--- config.mk ---
export PLATFORM = sky130hd
export DESIGN_NAME = referee_wrr
export DESIGN_NICKNAME = d
export VERILOG_FILES = /design/src/rtl/referee_wrr_pkg.sv /design/src/rtl/referee_wrr_elig.sv /design/src/rtl/referee_wrr.sv
export SDC_FILE = /design/constraint.sdc
export NUM_CORES = 1
export LEC_CHECK = 0
export CORE_MARGIN = 3
export CORE_UTILIZATION = 42
export CTS_BUF_LIST = sky130_fd_sc_hd__clkbuf_4 sky130_fd_sc_hd__clkbuf_8 sky130_fd_sc_hd__clkbuf_16
export CTS_CLUSTER_DIAMETER = 100
export DETAILED_ROUTE_END_ITERATION = 6
export PLACE_DENSITY = 0.79
export SETUP_SLACK_MARGIN = 0.15
export SYNTH_ARGS = -nofsm -noshare
export SYNTH_HDL_FRONTEND = slang
export SYNTH_HIERARCHICAL = 1
export SYNTH_SLANG_ARGS = --single-unit
--- constraint.sdc ---
create_clock -name clk -period 2.54 [get_ports clk]
set_clock_uncertainty 0.2 [all_clocks]
set_input_delay 0.381 -clock clk [delete_from_list [all_inputs] [get_ports clk]]
set_output_delay 0.381 -clock clk [all_outputs]
set_load 0.01 [all_outputs]
--- src/rtl/referee_wrr_pkg.sv ---
// Shared definitions for the referee_wrr weighted round-robin referee.
// Holds the FSM state encoding, the number of virtual channels, default
// parameter values and the width of the optional per-source grant counters
// (enabled with REFEREE_WRR_STATS_EN in the top module).
package referee_wrr_pkg;

  localparam int unsigned NUM_VC           = 4;
  localparam int unsigned DEF_DEST_LSB     = 10;
  localparam int unsigned DEF_WEIGHT_WIDTH = 3;
  localparam int unsigned STATS_WIDTH      = 16;

  typedef enum logic [1:0] {
    ST_LOAD  = 2'd0,
    ST_SERVE = 2'd1,
    ST_GAP   = 2'd2
  } state_t;

endpackage

--- src/rtl/referee_wrr_elig.sv ---
// Per-source eligibility decode for referee_wrr.
// Extracts the 2-bit destination field from the source head word and checks
// that the source is non-empty and its destination is not almost full.
// Ports:
//   i_empty       source FIFO empty
//   i_data        source FIFO head word
//   i_almost_full almost_full flags of all destination FIFOs
//   o_dest        destination index taken from the head word
//   o_eligible    source may be granted this cycle
module referee_wrr_elig
  import referee_wrr_pkg::*;
#(
  parameter int unsigned DATA_WIDTH = 12,
  parameter int unsigned DEST_LSB   = DEF_DEST_LSB
) (
  input  logic                  i_empty,
  input  logic [DATA_WIDTH-1:0] i_data,
  input  logic [NUM_VC-1:0]     i_almost_full,
  output logic [1:0]            o_dest,
  output logic                  o_eligible
);

  // Only the destination field matters here; the rest of the word is routed
  // by the top module.
  logic w_unused_data;
  assign w_unused_data = ^i_data;

  assign o_dest     = i_data[DEST_LSB +: 2];
  assign o_eligible = !i_empty && !i_almost_full[o_dest];

endmodule

--- src/rtl/referee_wrr.sv ---
// Weighted round-robin referee between four FWFT source FIFOs and four
// destination FIFOs. A LOAD/SERVE/GAP FSM walks a pointer around the sources;
// each turn loads the source's weight as credit and grants (pop source, push
// the destination named by the head word) once per SERVE while credit remains
// and the source is eligible. GAP lets the popped FIFO update its head.
// Ports:
//   clk, reset (async, active-low)
//   empty_k, data_in_k      source FIFO k status / head word
//   almost_full_j           destination FIFO j backpressure
//   weight_k                grants per turn for source k (0 = disabled)
//   pop_k, push_j, data_out registered handshake to source/destination FIFOs
//   grant_idx               source index of the current/last grant
//   grant_count_k           saturating grant counters (REFEREE_WRR_STATS_EN only)
module referee_wrr
  import referee_wrr_pkg::*;
#(
  parameter int unsigned DATA_WIDTH   = 12,
  parameter int unsigned WEIGHT_WIDTH = DEF_WEIGHT_WIDTH,
  parameter int unsigned DEST_LSB     = DEF_DEST_LSB
) (
  input  logic                    clk,
  input  logic                    reset,
  input  logic                    empty_0,
  input  logic                    empty_1,
  input  logic                    empty_2,
  input  logic                    empty_3,
  input  logic [DATA_WIDTH-1:0]   data_in_0,
  input  logic [DATA_WIDTH-1:0]   data_in_1,
  input  logic [DATA_WIDTH-1:0]   data_in_2,
  input  logic [DATA_WIDTH-1:0]   data_in_3,
  input  logic                    almost_full_0,
  input  logic                    almost_full_1,
  input  logic                    almost_full_2,
  input  logic                    almost_full_3,
  input  logic [WEIGHT_WIDTH-1:0] weight_0,
  input  logic [WEIGHT_WIDTH-1:0] weight_1,
  input  logic [WEIGHT_WIDTH-1:0] weight_2,
  input  logic [WEIGHT_WIDTH-1:0] weight_3,
  output logic                    pop_0,
  output logic                    pop_1,
  output logic                    pop_2,
  output logic                    pop_3,
  output logic                    push_0,
  output logic                    push_1,
  output logic                    push_2,
  output logic                    push_3,
  output logic [DATA_WIDTH-1:0]   data_out,
`ifdef REFEREE_WRR_STATS_EN
  output logic [STATS_WIDTH-1:0]  grant_count_0,
  output logic [STATS_WIDTH-1:0]  grant_count_1,
  output logic [STATS_WIDTH-1:0]  grant_count_2,
  output logic [STATS_WIDTH-1:0]  grant_count_3,
`endif
  output logic [1:0]              grant_idx
);

  logic [NUM_VC-1:0]       w_empty;
  logic [NUM_VC-1:0]       w_af;
  logic [NUM_VC-1:0]       w_elig;
  logic [DATA_WIDTH-1:0]   w_data   [NUM_VC];
  logic [WEIGHT_WIDTH-1:0] w_weight [NUM_VC];
  logic [1:0]              w_dest   [NUM_VC];

  assign w_empty     = {empty_3, empty_2, empty_1, empty_0};
  assign w_af        = {almost_full_3, almost_full_2, almost_full_1, almost_full_0};
  assign w_data[0]   = data_in_0;
  assign w_data[1]   = data_in_1;
  assign w_data[2]   = data_in_2;
  assign w_data[3]   = data_in_3;
  assign w_weight[0] = weight_0;
  assign w_weight[1] = weight_1;
  assign w_weight[2] = weight_2;
  assign w_weight[3] = weight_3;

  for (genvar g = 0; g < NUM_VC; g++) begin : g_elig
    referee_wrr_elig #(
      .DATA_WIDTH (DATA_WIDTH),
      .DEST_LSB   (DEST_LSB)
    ) u_elig (
      .i_empty       (w_empty[g]),
      .i_data        (w_data[g]),
      .i_almost_full (w_af),
      .o_dest        (w_dest[g]),
      .o_eligible    (w_elig[g])
    );
  end

  state_t                  r_state;
  state_t                  w_next_state;
  logic [1:0]              r_ptr;
  logic [WEIGHT_WIDTH-1:0] r_credit;
  logic [NUM_VC-1:0]       r_pop;
  logic [NUM_VC-1:0]       r_push;
  logic [DATA_WIDTH-1:0]   r_data_out;
  logic [1:0]              r_grant_idx;

  logic                    w_grant;
  logic                    w_ptr_adv;
  logic [NUM_VC-1:0]       w_pop_d;
  logic [NUM_VC-1:0]       w_push_d;

  assign w_grant = (r_state == ST_SERVE) && w_elig[r_ptr] && (r_credit != '0);

  always_ff @(posedge clk or negedge reset) begin
    if (!reset) r_state <= ST_LOAD;
    else        r_state <= w_next_state;
  end

  always_comb begin
    w_next_state = ST_LOAD;
    unique case (r_state)
      ST_LOAD:  w_next_state = ST_SERVE;
      ST_SERVE: w_next_state = w_grant ? ST_GAP : ST_LOAD;
      ST_GAP:   w_next_state = (r_credit == '0) ? ST_LOAD : ST_SERVE;
      default:  w_next_state = ST_LOAD;
    endcase
  end

  // Decode of the next registered handshake; only a SERVE grant produces one,
  // so LOAD and GAP cycles drive pop/push back to zero.
  always_comb begin
    w_pop_d   = '0;
    w_push_d  = '0;
    w_ptr_adv = ((r_state == ST_SERVE) && !w_grant) ||
                ((r_state == ST_GAP) && (r_credit == '0));
    if (w_grant) begin
      w_pop_d[r_ptr]          = 1'b1;
      w_push_d[w_dest[r_ptr]] = 1'b1;
    end
  end

  always_ff @(posedge clk or negedge reset) begin
    if (!reset) begin
      r_ptr       <= '0;
      r_credit    <= '0;
      r_pop       <= '0;
      r_push      <= '0;
      r_data_out  <= '0;
      r_grant_idx <= '0;
    end else begin
      r_pop  <= w_pop_d;
      r_push <= w_push_d;
      if (r_state == ST_LOAD) r_credit <= w_weight[r_ptr];
      else if (w_grant)       r_credit <= r_credit - WEIGHT_WIDTH'(1);
      if (w_grant) begin
        r_data_out  <= w_data[r_ptr];
        r_grant_idx <= r_ptr;
      end
      if (w_ptr_adv) r_ptr <= r_ptr + 2'd1;
    end
  end

  assign {pop_3, pop_2, pop_1, pop_0}     = r_pop;
  assign {push_3, push_2, push_1, push_0} = r_push;
  assign data_out  = r_data_out;
  assign grant_idx = r_grant_idx;

`ifdef REFEREE_WRR_STATS_EN
  logic [STATS_WIDTH-1:0] r_cnt [NUM_VC];

  for (genvar g = 0; g < NUM_VC; g++) begin : g_stats
    always_ff @(posedge clk or negedge reset) begin
      if (!reset)                        r_cnt[g] <= '0;
      else if (r_pop[g] && r_cnt[g] != '1) r_cnt[g] <= r_cnt[g] + STATS_WIDTH'(1);
    end
  end

  assign grant_count_0 = r_cnt[0];
  assign grant_count_1 = r_cnt[1];
  assign grant_count_2 = r_cnt[2];
  assign grant_count_3 = r_cnt[3];
`endif

endmodule

==> results.py <==
metrics = {
    "synthesis": {
        "syn_avg_cell_area_sq_um": 12.7,
        "synth_cells": 157,
        "synth-main-ff-cell": "dfrtp_1",
        "async_flop_share_pct": 100,
        "synth_top_area_share_pct": 36.5,
        "ys_seq_area_share_pct": 36.5,
        "synth_cell_types": 34,
        "syn_area_sq_mm": 0.00199,
        "synthTopCellsByCount": "dfrtp_1, mux4_2, buf_4, mux2_2, nor2_1",
        "yosysWarnings": 6,
        "synth_seq_cells": 29,
        "yosysMostFrequentCell": "dfrtp_1",
        "synth_area_leaders": "dfrtp_1, mux4_2, mux2_2, buf_4, ha_1",
        "syn_nets": 233,
        "synth_area_leader_cell": "dfrtp_1",
        "synth_edf_count": 0,
    },
    "global_route": {
        "grt_pass1_wl_um": 7710,
        "grt_pass1_vias": 1667,
        "track_usage_pct": 18.7,
        "antenna_found_initial": 0,
        "globalRouteOverflowTotal": 0,
        "grt_start_max_net_pins": 30,
    },
    "floorplan": {
        "die_area_sq_mm": 0.00560,
        "start_util_pct": 44.4,
        "coreArea_sq_mm": 0.00447,
        "dieWidth_um": 74.8,
        "die_y_um": 74.8,
        "placementRows": 24,
        "num_io_pins": 92,
    },
    "critical_path": {
        "endpoint_kind": "flop",
        "critPathLaunchType": "input pin",
        "rr_worst_depth": 7,
        "crit_fanout": 8,
        "required_ps": 2510,
        "max_stage_delay_ps": 540,
        "cp_data_arrival_time_ps": 2310,
        "path_class": "in -> reg",
        "path_cells": "buf_2, mux4_2, nor2_4, mux2i_2, or3_4, a21o_4, clkinv_8, mux2_2",
        "slowest_stage": "mux4_2",
    },
    "drt": {
        "wl_per_cell_um": 15.5,
        "viasPerCell": 5.28,
        "ant_nets": 0,
        "via_count": 1728,
        "drtIter0Drc": 64,
        "drc_errors": 0,
        "drt-pass1-iter-count": 4,
        "drt-total-wl_um": 5070,
    },
    "clock_tree": {
        "cts_root_buffer": "clkbuf_8",
        "cts_made_buffers": 5,
        "ctsHtreeMaxLevel": 2,
        "clk_latency_ps": 290,
        "cts.path.max_buffers": 2,
        "cts_tree": "built",
        "clkSinkCount": 29,
        "clkTransAtPathRegs_ps": 70,
    },
    "power_and_ir_drop": {
        "ir_worst_vdd_v": 0.000331,
        "leakage_nw": 1.37,
        "fin_total_pwr_mw": 2.94,
        "power.density_mw_per_mm2": 914,
    },
    "min_path": {
        "hp-class": "in -> async",
    },
    "placed_design": {
        "place_congestion": 0.913,
        "numPortBuffers": 91,
        "place_area_sq_mm": 0.00302,
        "hpwl_um": 3830,
        "placed_cells": 305,
    },
    "final_layout": {
        "drive_gt1_share_pct": 36.0,
        "stdcell_count": 327,
        "nets": 350,
        "num_antenna_cells": 0,
        "finish.utilization_pct": 72.0,
        "seqCellArea_sq_um": 726,
        "fillers": 339,
        "multi_input_area_sq_mm": 0.00114,
        "syn_to_final_growth_pct": 61.9,
        "fin_area_sq_mm": 0.00322,
    },
    "timing": {
        "worst_slew_pin_slew_ps": 463,
        "hold_viol": 0,
        "maxSlewViolCount": 0,
        "period_needed_ps": 2340,
        "max_freq_mhz": 427,
        "setup_viol": 0,
        "tns_ps": 0,
        "slew_headroom_pct": 69.1,
        "finalCritPeriodShare_pct": 92.2,
        "rsz0062_at_grt": "no",
    },
    "run_status": {
        "status": "complete, no violations",
    },
    "flow_run": {
        "drv_cap": 0,
    },
}
[critical path, delay by kind of cell]
family	cells	cell delay [ps]
simple gates	2	520
mux	3	950
compound gates	1	270
buf+inv	2	180
[timing repair]
| item | in CTS | in global routing |
|---|---|---|
| resized for setup | 39 | 4 |
| buffers inserted | 12 | 1 |
| cloned | 1 | 0 |
| setup endpoints to repair | 24 | 15 |
| pin swaps | 6 | 5 |
| endpoints found under the hold margin | 0 | 0 |
| hold buffers | 0 | 0 |
[registers in the layout, indices dropped and copies added, names as in the netlist]
signal and cells:
r_push 4, r_credit 3, r_pop 4, grant_idx 2
r_state 2, data_out 12, r_ptr 2
[power breakdown]
group	switching, mW	internal [mW]
clock	0.180	0.244
combinational	0.693	1.01
sequential	0.166	0.645
[routing by layer]
metal / wire [um] / GRT usage (%)
met1: 2000 / 23.2
met3: 352 / 4.67
met2: 2620 / 30.7
met4: 106 / 8.50
met5: 0 / 0
[final timing paths]
kind                                     startpoint  slack (ps)                        to
max                                   data_in_2[10]         200   data_out[3]$_DFFE_PN0P_
min                                           reset         280   r_credit[2]$_DFFE_PN0P_
max reg2reg                 r_credit[0]$_DFFE_PN0P_         280   data_out[3]$_DFFE_PN0P_
min reg2reg                grant_idx[1]$_DFFE_PN0P_         300  grant_idx[1]$_DFFE_PN0P_
max in group asynchronous                     reset        1590   data_out[3]$_DFFE_PN0P_
min in group clk           grant_idx[1]$_DFFE_PN0P_         300  grant_idx[1]$_DFFE_PN0P_
[logic make-up (layout without fill, tap and decap cells)]
group,Yosys count,after routing,share of synthesized area (%)
AND/OR/NAND/NOR,43,43,11.4
flip-flops,29,29,36.5
adder cells (fa/ha/maj),6,6,3.78
multiplexers,40,40,35.0
AO/OA/AOI/OAI,16,16,5.54
buffers and inverters,23,141,7.80
[area by class of cell]
type	instances	area share, %
flip-flops and latches	29	22.5
clock inverters	1	0.155
multi-input cells	105	35.4
clock buffers	7	2.99
repair buffers	127	35.4
inverters	5	0.972
repair inverters	1	0.505
well taps	52	2.02
[layout by cell type (no fill, tap or decap), types with 4 or more instances in the layout]
cell,instances
and2_1,5
buf_2,6
buf_4,35
clkbuf_8,7
clkdlybuf4s50_1,79
dfrtp_1,29
dlygate4sd2_1,4
ha_1,6
inv_1,4
mux2_2,10
mux2_4,4
mux4_2,21
nand2_1,8
nor2_1,6
nor3b_1,4
o21ai_0,6
[metrics by stage]
step | hold WS (ps) | setup slack (ps)
after detailed placement | 293 | -513
final | 279 | 197
after CTS | 292 | 152
after floorplan | -115 | 48.8
after global placement | 287 | -466
after global routing | 311 | 155
Power figures use the tool's default switching activity.
==> edit 1, RTL diff (same settings) <==
The package constant `DEF_WEIGHT_WIDTH` goes from 3 to 5.
--- a/src/rtl/referee_wrr_pkg.sv
+++ b/src/rtl/referee_wrr_pkg.sv
@@ -7,5 +7,5 @@
   localparam int unsigned NUM_VC           = 4;
   localparam int unsigned DEF_DEST_LSB     = 10;
-  localparam int unsigned DEF_WEIGHT_WIDTH = 3;
+  localparam int unsigned DEF_WEIGHT_WIDTH = 5;
   localparam int unsigned STATS_WIDTH      = 16;
 
Interface: changed (resized weight_0, weight_1, weight_2 and weight_3); port bits go from 92 to 100. The function was not compared with the original's and may differ.
==> edit 1 against the original RTL <==
Count of clock-buffer cells in the layout decreased by 1; critical path type unchanged; highest routed layer unchanged; hold slack worse by 0.0049 ns; cell area increased by 3.3%; die area increased by 3.6%; fmax hardly changed; utilization rose by 0.88 points; routed wire length increased by 6.2%; sequential cell count rose by 2; area after synthesis is 4.0% higher; setup slack got worse by 0.0016 ns; total power increased by 15%.
==> edit 1: results (changes against the original RTL) <==
synthesis:
  synth-compound-area-share_pct: 5.39  # was 5.54%
  postSynthAreaPerCell_um2: 14.0  # was 12.7 µm²
  synth_area_leaders: "dfrtp_1, mux4_2, mux2_4"  # was dfrtp_1, mux4_2, mux2_2
  synth_mux_area_share_pct: 35.4  # was 35.0%
  yosys.area_share.xor_xnor_pct: 0.847  # was 0%
  ys_seq_area_share_pct: 37.5  # was 36.5%
  synth_adder_area_share_pct: 3.03  # was 3.78%
timing:
  relSlewSlack_pct: 64.9  # was 69.1%
placement:
  dp_cells: 311  # was 305
  dp_hpwl_mm: 4.27  # was 3.83 mm
  placed_area_um2: 3140  # was 3020 µm²
  portBuffers: 99  # was 91
  pre_cts_ws_ns: -0.291  # was -0.513 ns
worst_setup_path:
  cp.arrival_ns: 2.34  # was 2.31 ns
  timing.rr.end: "r_credit[1]"  # was data_out[3]
  worstSetupEndpointType: "register"  # unchanged
  crit_start: "data_in_1[11]"  # was data_in_2[10]
  critPathMaxFanout: 7  # was 8
  reg2reg_slack_ns: 0.33  # was 0.28 ns
routing:
  wl_mm: 5.39  # was 5.07 mm
  drt_iter0_drc: 54  # was 64
  vias: 1643  # was 1728
pwr:
  pwr-share-seq_pct: 25.8  # was 27.6%
  switching_power_uw: 1130  # was 1040 µW
  p_total_uw: 3380  # was 2940 µW
  ir_drop_mv: 0.517  # was 0.331 mV
  leakagePower_uw: 0.00143  # was 0.00137 µW
global_routing:
  grt_pass1_wl_mm: 8.89  # was 7.71 mm
  grt_start_max_net_pins: 32  # was 30
final_layout:
  drive_gt1_share_pct: 27.8  # was 36.0%
  clock_buffers: 6  # was 7
  buf_share_pct: 35.6  # was 35.4%
  regArea_um2: 776  # was 726 µm²
  post-route-util_pct: 72.8  # was 72.0%
  clk_share_pct: 3.54  # was 3.15%
  fillCellCount: 328  # was 339
  inv_count: 5  # was 6
  signal_buffers: 120  # was 127
  multiInputGateArea_um2: 1150  # was 1140 µm²
  multi_input_cells: 95  # was 105
floorplanning:
  design.die.area_um2: 5800  # was 5600 µm²
run_status:
  status: "complete, no violations"  # unchanged
## edit 1: changes by cell type in the layout (fill, tap and decap cells not counted), moves of 3 or more
| cell | unedited run | this run |
|---|---|---|
| buf_2 | 6 | 0 |
| buf_4 | 35 | 18 |
| clkdlybuf4s50_1 | 79 | 90 |
| dlygate4sd2_1 | 4 | 8 |
| mux2_2 | 10 | 0 |
| mux2_4 | 4 | 12 |
| mux4_2 | 21 | 24 |
| o21ai_0 | 6 | 3 |
## edit 1: metrics by stage
stage / hold WS [ns] / setup TNS [ns]
3_3_place_gp: 0.281 / -4.83
5_1_grt: 0.327 / 0
2_1_floorplan: -0.115 / 0
3_5_place_dp: 0.286 / -6.12
6_report: 0.274 / 0
4_1_cts: 0.283 / 0
## edit 1: per-layer routing
layer / vias to the layer above / part of all wire, % / GRT usage [%]
li1: 780 / - / -
met5: - / 0 / 0
met2: 54 / 52 / 33.6
met4: 0 / 2.6 / 8.15
met1: 797 / 41 / 23.6
met3: 12 / 4.7 / 4.37
## edit 1: logic make-up after synthesis
family	after synthesis
multiplexers	37
AND/OR/NAND/NOR	36
flip-flops	31
buffers and inverters	22
AO/OA/AOI/OAI	15
adder cells (fa/ha/maj)	5
XOR/XNOR	2
## edit 1: timing repair
action / in CTS / in global routing
cloned: 1 / 0
endpoints found under the setup margin: 21 / 13
setup buffers: 3 / 1
pin swaps: 3 / 1
gates resized for setup: 11 / 1
## edit 1: critical path, stage by stage
cell and delay (ns):
clkdlybuf4s50_1 0.50, mux4_2 0.21, nor2_2 0.05, mux4_2 0.50, nand3b_4 0.12, bufbuf_16 0.27, inv_2 0.07, o311ai_2 0.24
==> edit 2, RTL diff (same flow settings) <==
Without the edit above. Encoding of `state_t`: now one-hot (3 bits for 3 states).
--- a/src/rtl/referee_wrr_pkg.sv
+++ b/src/rtl/referee_wrr_pkg.sv
@@ -10,8 +10,8 @@
   localparam int unsigned STATS_WIDTH      = 16;
 
-  typedef enum logic [1:0] {
-    ST_LOAD  = 2'd0,
-    ST_SERVE = 2'd1,
-    ST_GAP   = 2'd2
+  typedef enum logic [2:0] {
+    ST_LOAD  = 3'b001,
+    ST_SERVE = 3'b010,
+    ST_GAP   = 3'b100
   } state_t;
 
Behaviour: same outputs for any inputs over 10 cycles, from zero or initial values and one cycle with reset low; not proved beyond that.
==> edit 2 against the original RTL <==
Hold slack better by 0.015 ns; area after synthesis shrank 6.4%; fmax is 0.40% higher; sequential power is 3.5% lower; sequential cell count increased by 1; cell area fell by 7.0%; combinational power is 5% lower; sequential share of layout area increased by 2.6 points; highest routed layer unchanged; routed wire length shrank 4.5%; count of clock-buffer cells in the layout rose by 1; register-to-register slack better by 0.10 ns; setup slack gained 0.0092 ns; total power shrank 3.9%; critical endpoint is now grant_idx[0].
==> edit 2: results (changes against the original RTL) <==
synthesis:
  synth_adder_area_share_pct: 4.03  # was 3.78%
  ys_seq_area_share_pct: 40.4  # was 36.5%
  yosys_most_used_dff: "dfrtp_1"  # unchanged
  synth_mux_area_share_pct: 36.9  # was 35.0%
  synth-compound-area-share_pct: 3.30  # was 5.54%
  synth_cell_types: 29  # was 34
  synth.net_count: 200  # was 233
  synth_commonest_cells: "dfrtp_1, mux4_2, buf_4, mux2_2, inv_1"  # was dfrtp_1, mux4_2, buf_4, mux2_2, nor2_1
  postSynth.asyncResetShare_pct: 100  # unchanged
  synth_area_leaders: "dfrtp_1, mux4_2, mux2_2"  # unchanged
  yosys.area_share.xor_xnor_pct: 0.941  # was 0%
clock_tree:
  clk_latency_ns: 0.28
  path_clk_slew_ns: 0.07  # about the same
  cts-root-buf: "clkbuf_8"  # unchanged
worst_setup_path:
  max_stage_delay_ns: 0.52  # was 0.54 ns
  reg2reg_slack_ns: 0.38  # was 0.28 ns
  ff2ff_path_depth: 7  # unchanged
  cp.arrival_ns: 2.30
  cpLargestDelayFamily: "multiplexers"  # unchanged
  critPathMaxFanout: 7  # was 8
  timing.rr.end: "data_out[11]"  # was data_out[3]
placement:
  dp_hpwl_mm: 3.88  # was 3.83 mm
  pre_cts_ws_ns: -0.229  # was -0.513 ns
  portBuffers: 91  # unchanged
  globalplace.congestion: 0.791  # was 0.913
floorplanning:
  initial_utilization_pct: 44.9  # was 44.4%
pwr:
  leakagePower_uw: 0.00134  # was 0.00137 µW
  ir_drop_mv: 0.628  # was 0.331 mV
global_routing:
  grtUsageMet3_pct: 5.26  # was 4.67%
  use_met2_pct: 35.3  # was 30.7%
  grt_pass1_vias: 1733  # was 1667
  grt_pass1_wl_mm: 7.89  # was 7.71 mm
  grt_start_max_net_pins: 31  # was 30
  track_usage_pct: 19.8  # was 18.7%
  grtUsageMet1_pct: 22.5  # was 23.2%
routing:
  met3_length_um: 285  # was 352 µm
  vias: 1453  # was 1728
  wl_per_cell_um: 17.6  # was 15.5 µm
  drt_iter0_drc: 35  # was 64
  first_pass_iters: 3  # was 4
  wl_met2_mm: 2.65  # was 2.62 mm
  wl_met1_mm: 1.79  # was 2.00 mm
final_layout:
  drive_gt1_share_pct: 30.1  # was 36.0%
  layout.nets: 301  # was 350
timing:
  tightestPinTransition_ns: 0.607  # was 0.463 ns
min_path:
  hold_class: "input port to asynchronous set/reset pin"  # unchanged
run_status:
  status: "complete, no violations"  # unchanged
## edit 2: cell count changes in the layout (fill, tap and decap cells not counted), sizes merged, moves of 5 or more
| cell | delta |
|---|---|
| o21ai | -6 |
| buf | -27 |
| and2 | -5 |
| mux2i | -5 |
| nand2 | -5 |
| nor2 | -5 |
| dlymetal6s2s | +8 |
## edit 2: metrics by stage
stage	std cells	cell area [µm²]	hold WS (ns)	total power [µW]	setup TNS, ns
global placement	267	2860	0.281	2340	-1.94
global route	276	3000	0.316	3020	0
floorplan	124	1860	-0.115	1790	0
finish	276	3000	0.293	2830	0
CTS	275	2960	0.296	2860	0
detailed placement	267	2860	0.292	2420	-3.13
## edit 2: final cells by class
class                           count  area, µm²
Sequential cell                    30        752
Multi-Input combinational cell     73        985
Tap cell                           50       62.6
Inverter                            8       42.5
Timing Repair Buffer              106       1050
Timing Repair inverter              1       8.76
Fill cell                         275       1150
Clock buffer                        8       97.6
## edit 2: worst max-delay path by stage
stage / to / startpoint / slack (ns)
floorplan: data_out[10] / r_credit[0] / 0.31
global placement: data_out[1] / data_in_2[10] / -0.16
detailed placement: data_out[4] / data_in_3[10] / -0.23
CTS: data_out[11] / data_in_3[10] / 0.13
global route: r_credit[0] / data_in_2[11] / 0.15
finish: grant_idx[0] / data_in_3[11] / 0.21
## edit 2: power breakdown
group,internal [µW],leakage (µW),switching [µW]
registers,666,0.000373,117
clock network,242,0.0000523,172
logic,977,0.000909,655
## edit 2: what timing repair did
action                                  4_1_cts  5_1_grt
hold buffers                                  0        0
gates resized for setup                       2       10
endpoints found under the hold margin         0        0
cloned                                        0        1
buffers inserted                              0        0
endpoints found under the setup margin       13       17
